`src/rtl/uart_receiver_pkg.sv`:
```
// Shared UART definitions: frame geometry and receiver FSM encoding.
// Imported by the receiver, its interface and the transmitter peer.
package uart_receiver_pkg;

    localparam int DATA_BITS        = 8;
    localparam int CLKS_PER_BIT_DEF = 16;

    typedef enum logic [1:0] {
        IDLE  = 2'd0,
        START = 2'd1,
        DATA  = 2'd2,
        STOP  = 2'd3
    } rx_state_e;

endpackage

```
`src/rtl/uart_receiver_if.sv`:
```
// Host-side bundle of the UART receiver: 1-deep byte buffer with
// ready/ack handshake plus sticky error flags.
interface uart_receiver_if;
    import uart_receiver_pkg::*;

    logic                 rx_ack;
    logic [DATA_BITS-1:0] rx_data;
    logic                 rx_rdy;
    logic                 rx_busy;
    logic                 frame_err;
    logic                 overrun;

    modport master (
        output rx_ack,
        input  rx_data, rx_rdy, rx_busy, frame_err, overrun
    );

    modport slave (
        input  rx_ack,
        output rx_data, rx_rdy, rx_busy, frame_err, overrun
    );

endinterface

```
`src/rtl/uart_sync2.sv`:
```
// Two-flop synchronizer for the asynchronous rxd pad.
// Resets to 1 so an idle line is never mistaken for a start edge.
module uart_sync2 (
    input  logic clk,
    input  logic rst,
    input  logic d,
    output logic q
);

    logic ff1_q;
    logic ff2_q;

    always_ff @(posedge clk) begin
        if (rst) begin
            ff1_q <= 1'b1;
            ff2_q <= 1'b1;
        end else begin
            ff1_q <= d;
            ff2_q <= ff1_q;
        end
    end

    assign q = ff2_q;

endmodule

```
`src/rtl/uart_receiver.sv`:
```
// 8N1 UART receiver: mid-bit sampling FSM feeding a 1-deep byte buffer
// with sticky framing/overrun flags. All outputs are registered.
module uart_receiver
    import uart_receiver_pkg::*;
#(
    parameter int CLKS_PER_BIT = CLKS_PER_BIT_DEF
) (
    input  logic            clk,
    input  logic            rst,
    input  logic            rxd,
    uart_receiver_if.slave  bus
);

    localparam int CW = $clog2(CLKS_PER_BIT);
    localparam int IW = $clog2(DATA_BITS);
    localparam logic [CW-1:0] CNT_HALF = CW'(CLKS_PER_BIT / 2 - 1);
    localparam logic [CW-1:0] CNT_FULL = CW'(CLKS_PER_BIT - 1);
    localparam logic [IW-1:0] IDX_LAST = IW'(DATA_BITS - 1);

    logic rxd_s;
    logic rxd_q;

    rx_state_e            state_q, state_d;
    logic [CW-1:0]        bit_cnt_q, bit_cnt_d;
    logic [IW-1:0]        bit_idx_q, bit_idx_d;
    logic [DATA_BITS-1:0] shreg_q, shreg_d;
    logic [DATA_BITS-1:0] rx_data_q, rx_data_d;
    logic                 rx_rdy_q, rx_rdy_d;
    logic                 busy_q, busy_d;
    logic                 frame_err_q, frame_err_d;
    logic                 overrun_q, overrun_d;

    uart_sync2 u_sync (
        .clk (clk),
        .rst (rst),
        .d   (rxd),
        .q   (rxd_s)
    );

    always_comb begin
        state_d     = state_q;
        bit_cnt_d   = bit_cnt_q + CW'(1);
        bit_idx_d   = bit_idx_q;
        shreg_d     = shreg_q;
        rx_data_d   = rx_data_q;
        rx_rdy_d    = rx_rdy_q;
        frame_err_d = frame_err_q;
        overrun_d   = overrun_q;

        // Ack clears first so a coincident set event below takes priority.
        if (bus.rx_ack) begin
            rx_rdy_d    = 1'b0;
            frame_err_d = 1'b0;
            overrun_d   = 1'b0;
        end

        unique case (state_q)
            IDLE: begin
                bit_cnt_d = '0;
                if (!rxd_s && rxd_q) state_d = START;
            end
            START: begin
                if (bit_cnt_q == CNT_HALF) begin
                    bit_cnt_d = '0;
                    bit_idx_d = '0;
                    state_d   = rxd_s ? IDLE : DATA;
                end
            end
            DATA: begin
                if (bit_cnt_q == CNT_FULL) begin
                    bit_cnt_d = '0;
                    shreg_d   = {rxd_s, shreg_q[DATA_BITS-1:1]};
                    if (bit_idx_q == IDX_LAST) state_d = STOP;
                    else bit_idx_d = bit_idx_q + IW'(1);
                end
            end
            STOP: begin
                if (bit_cnt_q == CNT_FULL) begin
                    bit_cnt_d = '0;
                    state_d   = IDLE;
                    if (!rxd_s) begin
                        frame_err_d = 1'b1;
                    end else if (!rx_rdy_q || bus.rx_ack) begin
                        rx_data_d = shreg_q;
                        rx_rdy_d  = 1'b1;
                    end else begin
                        overrun_d = 1'b1;
                    end
                end
            end
        endcase

        busy_d = (state_d != IDLE);
    end

    always_ff @(posedge clk) begin
        if (rst) begin
            rxd_q       <= 1'b1;
            state_q     <= IDLE;
            bit_cnt_q   <= '0;
            bit_idx_q   <= '0;
            shreg_q     <= '0;
            rx_data_q   <= '0;
            rx_rdy_q    <= 1'b0;
            busy_q      <= 1'b0;
            frame_err_q <= 1'b0;
            overrun_q   <= 1'b0;
        end else begin
            rxd_q       <= rxd_s;
            state_q     <= state_d;
            bit_cnt_q   <= bit_cnt_d;
            bit_idx_q   <= bit_idx_d;
            shreg_q     <= shreg_d;
            rx_data_q   <= rx_data_d;
            rx_rdy_q    <= rx_rdy_d;
            busy_q      <= busy_d;
            frame_err_q <= frame_err_d;
            overrun_q   <= overrun_d;
        end
    end

    assign bus.rx_data   = rx_data_q;
    assign bus.rx_rdy    = rx_rdy_q;
    assign bus.rx_busy   = busy_q;
    assign bus.frame_err = frame_err_q;
    assign bus.overrun   = overrun_q;

endmodule

```
`src/flat_wrapper.sv`:
```
// flat-port wrapper written by rule: the top's interface ports become plain ports
module uart_receiver_flat import uart_receiver_pkg::*;
#(
    parameter int CLKS_PER_BIT = CLKS_PER_BIT_DEF
)
  (clk, rst, rxd, bus_rx_ack, bus_rx_data, bus_rx_rdy, bus_rx_busy, bus_frame_err, bus_overrun);
  uart_receiver_if bus_i ();
  input  logic clk;
  input  logic rst;
  input  logic rxd;
  input wire logic [$bits(bus_i.rx_ack)-1:0] bus_rx_ack;
  output wire logic [$bits(bus_i.rx_data)-1:0] bus_rx_data;
  output wire logic [$bits(bus_i.rx_rdy)-1:0] bus_rx_rdy;
  output wire logic [$bits(bus_i.rx_busy)-1:0] bus_rx_busy;
  output wire logic [$bits(bus_i.frame_err)-1:0] bus_frame_err;
  output wire logic [$bits(bus_i.overrun)-1:0] bus_overrun;
  assign bus_i.rx_ack = bus_rx_ack;
  assign bus_rx_data = bus_i.rx_data;
  assign bus_rx_rdy = bus_i.rx_rdy;
  assign bus_rx_busy = bus_i.rx_busy;
  assign bus_frame_err = bus_i.frame_err;
  assign bus_overrun = bus_i.overrun;
  uart_receiver #(.CLKS_PER_BIT(CLKS_PER_BIT)) u_core (.clk(clk), .rst(rst), .rxd(rxd), .bus(bus_i));
endmodule
```
`config.mk`:
```
export PLATFORM = sky130hd
export DESIGN_NAME = uart_receiver_flat
export DESIGN_NICKNAME = d
export VERILOG_FILES = /design/src/rtl/uart_receiver_pkg.sv /design/src/rtl/uart_receiver_if.sv /design/src/rtl/uart_sync2.sv /design/src/rtl/uart_receiver.sv /design/src/flat_wrapper.sv
export SDC_FILE = /design/constraint.sdc
export NUM_CORES = 1
export LEC_CHECK = 0
export BUFFER_PORTS_ARGS = -buffer_cell sky130_fd_sc_hd__buf_2
export CAP_MARGIN = 20
export CORE_ASPECT_RATIO = 0.75
export CORE_MARGIN = 2
export CORE_UTILIZATION = 30
export DETAILED_ROUTE_END_ITERATION = 10
export HOLD_SLACK_MARGIN = 0.08
export PLACE_DENSITY = 0.55
export SLEW_MARGIN = 20
export SYNTH_ARGS = -nofsm -noshare
export SYNTH_HDL_FRONTEND = slang
export SYNTH_HIERARCHICAL = 1
export SYNTH_SLANG_ARGS = --single-unit
```
`constraint.sdc`:
```
create_clock -name clk -period 3.15 [get_ports clk]
set_clock_uncertainty 0.1 [all_clocks]
set_input_delay 0.7875 -clock clk [delete_from_list [all_inputs] [get_ports clk]]
set_output_delay 0.7875 -clock clk [all_outputs]
set_load 0.005 [all_outputs]
```
==> results_dict.tcl <==
set metrics [dict create \
    tightestPinTransition_ns 0.647 \
    wl_met1_um 1450 \
    dr.max_layer_used "met4" \
    path_max_fanout 10 \
    fin_crit_ns 1.91 \
    grt-ovfl-total 0 \
    num-nets-final 165 \
    holdWs_ns 0.325 \
    synthesis.area_um2 1470 \
    synth_edf_count 0 \
    track_usage_pct 10.7 \
    end_kind "flop" \
    fmax_ghz 0.523 \
    wl_met3_um 123 \
    h-tree-depth 2 \
    r2r_start "u_core/bit_cnt_q[0]$_SDFF_PP0_" \
    hold-path-cell-count 1 \
    ant_nets 0 \
    slew_viol_final 0 \
    dp_slack_ns 1.15 \
    drtPass1Iterations 6 \
    tns_ns 0 \
    cts_hold_buf 0 \
    hp-class "reg2reg" \
    fp.coreArea_um2 4820 \
    dieArea_um2 5500 \
    cp.arrival_ns 2.03 \
    finalHoldViolCount 0 \
    final_cell_mix "dfxtp_1 (32), buf_2 (15), nand3_1 (11), a21oi_1 (11), or2b_2 (10)" \
    stdcell_count 219 \
    wl_um 2680 \
    antenna_found_initial 0 \
    area_growth_pct 12.2 \
    vias_per_cell 4.80 \
    rsz0062_at_grt "no" \
    netlist_instances 149 \
    setup.worst_path.end "u_core/bus.rx_data[6]$_SDFFE_PP0P_" \
    cts_resized 0 \
    setup_viol 0 \
    irDropWorstVdd_mv 0.274 \
    yosysWarnings 6 \
    route.met2.wl_um 1040 \
    first_global_vias 964 \
    port_buffers 15 \
    outcome "complete, no violations" \
    gp_congestion 0.686 \
    die_w_um 84.9 \
    crit_required_ns 3.27 \
    synthFlopType "dfxtp_1" \
    postCtsSetupBuffers 0 \
    r2r_cells 4 \
    leakage_nw 0.609 \
    drtIter0Drc 67 \
    antenna_cells 0 \
    final_common_cell "dfxtp_1" \
    post-place-cells 211 \
    dr_total_vias 1052 \
    cts_buffers 5 \
    r2r_slack_ns 1.24 \
    die_y_um 64.7 \
    netlist-cell-type-count 41 \
    clkSinkCount 32 \
    reg2reg_to "u_core/bus.rx_data[6]$_SDFFE_PP0P_" \
    clkTransAtPathRegs_ns 0.07 \
    cts_root_buf "clkbuf_8" \
    tritoncts "done" \
    ys_seq_area_share_pct 43.5 \
    grt_max_degree 44 \
    period_share_pct 60.7 \
    relSlewSlack_pct 56.9 \
    ys_ff_latch 32 \
    worst_slack_ns 1.24 \
    syn_area_per_cell_um2 9.89 \
    drive_gt1_share_pct 25.8 \
    total_power_mw 0.865 \
    post-dp-hpwl_um 1690 \
    drc 0 \
    clkLatencyLatePin_ns 0.29 \
    clk_path_buf_depth 2 \
    power_density_nw_per_um2 523 \
    start_util_pct 30.6 \
    async_reset_ff_share_pct 0 \
    grt_pass1_wl_um 4570 \
    wl_per_cell_um 12.3 \
    drv_cap 0 \
    rows 22 \
    synthesis.nets 156 \
    boundaryPins 16 \
    crit_path_start_kind "flop" \
    num-fill-cells 488 \
    path_class "reg2reg" \
    startpoint "u_core/bit_cnt_q[0]$_SDFF_PP0_" \
]
state kept, by name (all words and copies together) (netlist names):
| signal | flops |
|---|---|
| u_core/bus.rx_data | 8 |
| u_core/shreg_q | 8 |
| u_core/bit_cnt_q | 4 |
| u_core/bit_idx_q | 3 |
| u_core/state_q | 2 |
| u_core/bus.frame_err | 1 |
| u_core/bus.overrun | 1 |
| u_core/bus.rx_busy | 1 |
| u_core/bus.rx_rdy | 1 |
| u_core/rxd_q | 1 |
| u_core/u_sync/ff1_q | 1 |
| u_core/u_sync/q | 1 |
worst min-delay path by stage:
stage,slack (ns),to,from
after floorplan,0.28,u_core/u_sync/q$_SDFF_PP1_,u_core/u_sync/ff1_q$_SDFF_PP1_
after global placement,0.30,u_core/u_sync/q$_SDFF_PP1_,u_core/u_sync/ff1_q$_SDFF_PP1_
after detailed placement,0.29,u_core/u_sync/q$_SDFF_PP1_,u_core/u_sync/ff1_q$_SDFF_PP1_
after CTS,0.32,u_core/u_sync/q$_SDFF_PP1_,u_core/u_sync/ff1_q$_SDFF_PP1_
after global routing,0.34,u_core/u_sync/q$_SDFF_PP1_,u_core/u_sync/ff1_q$_SDFF_PP1_
final,0.32,u_core/u_sync/q$_SDFF_PP1_,u_core/u_sync/ff1_q$_SDFF_PP1_
per-stage QoR:
step                      util (%)  area (um2)
after CTS                     34.3        1650
after floorplan                  -        1470
after global routing          34.3        1650
final                         34.3        1650
after global placement        31.7        1530
after detailed placement      31.7        1530
routing by layer:
metal	track usage, %	up-vias
met5	0	-
met4	5.95	0
met3	3.18	6
met2	14.0	25
met1	15.4	481
li1	-	540
where the power goes:
part	internal, mW	leakage (nW)	switching, mW
Clock	0.279	0.0645	0.152
Sequential	0.408	0.259	0.00559
Combinational	0.00755	0.286	0.0130
cell usage after synthesis, types with 3 or more instances:
| master | count | area [um2] |
|---|---|---|
| nand2b_1 | 6 | 37.5 |
| clkbuf_1 | 4 | 15.0 |
| buf_6 | 5 | 56.3 |
| nor2_1 | 4 | 15.0 |
| dfxtp_1 | 32 | 641 |
| ha_1 | 3 | 37.5 |
| mux2i_1 | 8 | 80.1 |
| inv_1 | 3 | 11.3 |
| a21oi_1 | 11 | 55.1 |
| o21ai_0 | 8 | 40.0 |
| or2b_1 | 4 | 30.0 |
| or2b_2 | 10 | 87.6 |
| nand3_1 | 11 | 55.1 |
critical path: stages, from the launching register on:
cell     delay [ns]
dfxtp_1        0.36
ha_1           0.37
nand4_4        0.22
nor3_4         0.55
mux2i_1        0.24
layout make-up:
type	instances	area (um2)	share of cell area, %
inverter	4	15.0	0.908
clock inverter	1	30.0	1.82
sequential	32	641	38.7
tap	60	75.1	4.54
timing repair buffer	15	75.1	4.54
multi-input combinational	100	722	43.6
clock buffer	7	96.3	5.82
kinds of logic (layout without fill, tap and decap cells):
kind of cell,after synthesis,after routing,share of synthesized area (%)
fa+ha+maj,3,3,2.55
buf+inv,17,27,7.55
simple gates,56,56,26.7
flops,32,32,43.5
compound gates,30,30,12.5
xor+xnor,3,3,1.78
mux,8,8,5.43
Note: power is estimated with default switching activity, not from simulation.
